$ cat config.mk
export PLATFORM = sky130hd
export DESIGN_NAME = maple_rx_controller
export DESIGN_NICKNAME = d
export VERILOG_FILES = /design/src/rtl/maple_rx_controller.sv
export SDC_FILE = /design/constraint.sdc
export NUM_CORES = 1
export LEC_CHECK = 0
export ABC_AREA = 1
export CAP_MARGIN = 20
export CORE_MARGIN = 2
export CORE_UTILIZATION = 30
export CTS_CLUSTER_SIZE = 40
export DETAILED_ROUTE_END_ITERATION = 6
export PLACE_DENSITY_LB_ADDON = 0.25
export SYNTH_ARGS = -nofsm -noshare
export SYNTH_HDL_FRONTEND = slang
export SYNTH_SLANG_ARGS = --single-unit
export TNS_END_PERCENT = 30
$ cat constraint.sdc
create_clock -name clk -period 2.6 [get_ports clk]
set_input_delay 0.52 -clock clk [delete_from_list [all_inputs] [get_ports clk]]
set_output_delay 0.52 -clock clk [all_outputs]
set_load 0.005 [all_outputs]
$ cat src/rtl/maple_rx_controller.sv
// Maple bus receive frame sequencer: start/end pattern detection, byte forwarding,
// length and XOR checksum checking. Ports: line edge strobes in, decoder byte in, rx stream and status out.
`timescale 1ns/1ps
module maple_rx_controller #(
  parameter int TW = 16,
  parameter logic [TW-1:0] TIMEOUT = 16'd50000
) (
  input  logic       clk,
  input  logic       reset,
  input  logic       sdcka_data,
  input  logic       sdcka_posedge,
  input  logic       sdcka_negedge,
  input  logic       sdckb_data,
  input  logic       sdckb_posedge,
  input  logic       sdckb_negedge,
  input  logic [7:0] dec_data,
  input  logic       dec_ready,
  output logic       dec_enable,
  output logic [7:0] rx_byte,
  output logic       rx_valid,
  output logic       rx_first,
  output logic [10:0] byte_count,
  output logic       frame_done,
  output logic       frame_ok,
  output logic       err_checksum,
  output logic       err_length,
  output logic       err_timeout
);

  typedef enum logic [2:0] {
    S_IDLE, S_START, S_RECEIVE, S_END, S_CHECK
  } state_t;

  localparam logic [TW-1:0] TLAST = TIMEOUT - TW'(1);

  state_t        state, next_state;
  logic [2:0]    pulse_cnt;
  logic [7:0]    chk;
  logic [7:0]    len_words;
  logic          exp_b;
  logic [TW-1:0] tmr;

  logic          any_edge;
  logic          active;
  logic          tmo;
  logic          take_byte;
  logic          start_go;
  logic          end_hit;
  logic          len_bad;
  logic [10:0]   exp_len;

  // SDCKA level is implied by its edge strobes here.
  logic unused_lvl;
  assign unused_lvl = sdcka_data;

  assign any_edge = sdcka_posedge | sdcka_negedge
                  | sdckb_posedge | sdckb_negedge;
  assign active = (state == S_START) || (state == S_RECEIVE)
               || (state == S_END);
  assign tmo = active && !any_edge && (tmr == TLAST);
  // Simultaneous A/B falls count as A then B: never an end pattern.
  assign end_hit = sdcka_negedge && !sdckb_negedge && exp_b;

  always_ff @(posedge clk or negedge reset) begin
    if (!reset) state <= S_IDLE;
    else        state <= next_state;
  end

  always_comb begin
    next_state = state;
    unique case (state)
      S_IDLE: begin
        if (sdcka_negedge && sdckb_data) next_state = S_START;
      end
      S_START: begin
        if (tmo) next_state = S_IDLE;
        else if (sdcka_posedge)
          next_state = (pulse_cnt == 3'd4) ? S_RECEIVE : S_IDLE;
      end
      S_RECEIVE: begin
        if (tmo)          next_state = S_IDLE;
        else if (end_hit) next_state = S_END;
      end
      S_END: begin
        if (tmo)                next_state = S_IDLE;
        else if (sdckb_posedge) next_state = S_CHECK;
      end
      S_CHECK: next_state = S_IDLE;
      default: next_state = S_IDLE;
    endcase
  end

  always_comb begin
    take_byte = dec_ready
             && ((state == S_RECEIVE) || (state == S_END));
    start_go  = (state == S_IDLE) && (next_state == S_START);
    exp_len   = 11'd5 + {1'b0, len_words, 2'b00};
    len_bad   = (byte_count < 11'd4) || (byte_count != exp_len);
  end

  always_ff @(posedge clk or negedge reset) begin
    if (!reset) begin
      dec_enable   <= 1'b0;
      rx_byte      <= 8'd0;
      rx_valid     <= 1'b0;
      rx_first     <= 1'b0;
      byte_count   <= 11'd0;
      frame_done   <= 1'b0;
      frame_ok     <= 1'b0;
      err_checksum <= 1'b0;
      err_length   <= 1'b0;
      err_timeout  <= 1'b0;
      pulse_cnt    <= 3'd0;
      chk          <= 8'd0;
      len_words    <= 8'd0;
      exp_b        <= 1'b0;
      tmr          <= '0;
    end else begin
      rx_valid   <= 1'b0;
      rx_first   <= 1'b0;
      frame_done <= 1'b0;
      dec_enable <= (next_state == S_RECEIVE);

      if (!active || any_edge) tmr <= '0;
      else                     tmr <= tmr + TW'(1);

      if (start_go) begin
        pulse_cnt    <= 3'd0;
        byte_count   <= 11'd0;
        chk          <= 8'd0;
        len_words    <= 8'd0;
        frame_ok     <= 1'b0;
        err_checksum <= 1'b0;
        err_length   <= 1'b0;
        err_timeout  <= 1'b0;
      end

      if (state == S_START && sdckb_negedge && pulse_cnt != 3'd7)
        pulse_cnt <= pulse_cnt + 3'd1;

      if (state == S_START) exp_b <= 1'b0;
      else if (state == S_RECEIVE) begin
        if (sdckb_negedge)      exp_b <= 1'b0;
        else if (sdcka_negedge) exp_b <= 1'b1;
      end

      if (take_byte) begin
        rx_byte  <= dec_data;
        rx_valid <= 1'b1;
        rx_first <= (byte_count == 11'd0);
        chk      <= chk ^ dec_data;
        if (byte_count != 11'h7FF) byte_count <= byte_count + 11'd1;
        if (byte_count == 11'd3)   len_words  <= dec_data;
      end

      if (state == S_CHECK) begin
        frame_done   <= 1'b1;
        err_checksum <= (chk != 8'd0);
        err_length   <= len_bad;
        frame_ok     <= (chk == 8'd0) && !len_bad;
        err_timeout  <= 1'b0;
      end

      if (tmo) begin
        frame_done   <= 1'b1;
        err_timeout  <= 1'b1;
        frame_ok     <= 1'b0;
        err_checksum <= 1'b0;
        err_length   <= 1'b0;
      end
    end
  end

endmodule

==> reports/results.ini <==
[synth]
syn_inst=463
ys_seq_area_frac=0.463
synth_edf_count=0
synthFlopType=dfrtp_1
synth_seq_cells=66
synthDistinctLibCells=30
ys.warnings.count=0
synth_common_cells=nand2_1, dfrtp_1, nand3_1, nor2_1, inv_1
synth.avg_cell_area_um2=7.71
synth_nets=488
async_flop_share=1.00
yosys.area.top_type_share=0.463
syn_area_um2=3570
synth_area_leader_cell=dfrtp_1
yosys-top-cells-area=dfrtp_1, nand2_1, nand3_1
synth_most_common_cell=nand2_1

[floorplan]
dieHeight_um=113
design.core.area_um2=11500
die_area_um2=12800
num_rows=39
initial_core_util=0.310
die_x_um=113
num_io_pins=44

[finish]
num_antenna_cells=0
final_util=0.390
instances_no_fill=663
final.fill_count=1180
area_growth_pct=25.9
drive_above_1_share=0.0712
fin_area_um2=4490
num-nets-final=540
seq_area_um2=1650
multi_input_area_um2=1680

[setup_path]
endpoint_kind=flop
critPathMaxFanout=10
cp.arrival_ns=2.21
worstPathRequired_ns=2.86
reg2reg_to=byte_count[5]
timing_worst_setup_path_type=in2reg
r2r-start=byte_count[1]
cp-start-kind=primary input
ff2ff_setup_slack_ns=0.89
reg2reg_depth=9

[placement]
gp_congestion=0.857
dp_hpwl_mm=6.28
placed_cell_area_um2=4190
port_buffers=42
dp_slack_ns=0.277
dp_cells=647

[outcome]
violations=DRC
status=complete, but fails checks

[route]
via_per_inst=4.70
route.detailed.drc=1
via_count=3115
routed_wl_mm=8.41
wl_per_cell_um=12.7
drtAntennaViolNets=0
dr.pass1.iters=6
drt_iter0_markers=170

[clocking]
cts.clk_slew.worst_paths_ns=0.06
cts-hold-fix-buffers=0
clockBufferDepth=2
cts.sinks=66
cts_root_buffer=clkbuf_16
cts_resized=0
cts_tree=built
htree_levels=3
worstSkewPairLatency_ns=0.33
cts_buffers=9
post_cts_buffers=0

[global_route]
track_usage=0.140
grt_start_max_net_pins=49
gr-total-overflow=0
grt_pass1_wl_mm=14.4
antenna_found_initial=0
grt_pass1_vias=3096

[flow_run]
max_cap_viol_count=0

[timing]
finalWorstSetupSlack_ns=0.650
setup_viol=0
slew_headroom=0.584
worst_hold_slack_ns=0.297
drv_slew=0
clock.fmax_mhz=513
tightestPinTransition_ns=0.625
fin_crit_ns=1.95
clock_skew_ns=0.0105
hold_violations=0
fin_crit_sh=0.750
rsz0062_at_grt=false
tns_ns=0

[power]
clockPowerShare=0.378
p_leak_nw=2.12
powerDensity_nw_per_um2=711
switching_share=0.292
comb_power_share=0.218
pwr-share-seq=0.404
ir_drop_v=0.000457
power_mw=3.19
p_int_mw=2.26
switchingPower_mw=0.933

[worst_hold_path]
worstHoldPathType=in2async

registers in the layout, indices dropped and copies added, names as in the netlist, 3 cells and up:
signal,cells
byte_count,11
state,3
rx_byte,8
chk,8
pulse_cnt,3
tmr,16
len_words,8
worst max path at each step:
stage	to	cells past startpoint	slack [ns]	startpoint
after floorplan	dec_enable	6	1.05	sdcka_negedge
after global placement	dec_enable	7	0.33	sdcka_negedge
after detailed placement	dec_enable	7	0.28	sdcka_negedge
after CTS	dec_enable	7	0.64	sdcka_negedge
after global routing	dec_enable	7	0.54	sdcka_negedge
final	dec_enable	7	0.65	sdcka_negedge
placed cells by master, fill, tap and decap left out, drive strengths merged:
cell type,count
ha,8
clkdlybuf4s50,41
xor2,14
nand3,57
bufinv,1
nor3,16
o31ai,3
o21ai,13
dfrtp,66
nand2,131
clkinv,2
a22o,2
clkbuf,12
nand4,14
inv,55
nor2,56
a31oi,1
xnor2,2
a21oi,12
or2,2
buf,8
a211oi,1
o21bai,2
clkinvlp,1
power groups by stage:
stage / clock network (mW) / registers, mW / logic [mW]
after floorplan: 0 / 1.29 / 0.394
after global placement: 0 / 1.30 / 0.702
after detailed placement: 0 / 1.31 / 0.713
after CTS: 1.24 / 1.29 / 0.718
after global routing: 1.28 / 1.31 / 0.795
final: 1.21 / 1.29 / 0.696
metal layers:
metal	track usage	part of all wire	up-vias
met5	0	0	-
met4	0.0553	0.013	0
met3	0.0295	0.039	9
met2	0.232	0.47	63
met1	0.181	0.48	1450
li1	-	-	1593
cell type report:
cell class,count,area share
multi-input cells,334,0.373
flip-flops and latches,66,0.368
repair buffers,49,0.107
clock buffers,12,0.0549
inverters,55,0.0460
well taps,143,0.0398
clock inverters,4,0.0114
worst max-delay path, stage by stage:
cell and delay, ns:
clkdlybuf4s50_1 0.44, or2_1 0.29, nor3_4 0.39, nand3_2 0.28, nand3_1 0.14, nand2_1 0.07
nor2_1 0.08
cell families (layout without fill, tap and decap cells):
family | count (synthesis) | in the layout | synth area share
AO/OA/AOI/OAI | 34 | 34 | 0.0543
buffers and inverters | 63 | 120 | 0.0673
AND/OR/NAND/NOR | 276 | 276 | 0.348
XOR/XNOR | 16 | 16 | 0.0393
adder cells (fa/ha/maj) | 8 | 8 | 0.0281
flip-flops | 66 | 66 | 0.463
Note: power is estimated with default switching activity, not from simulation.
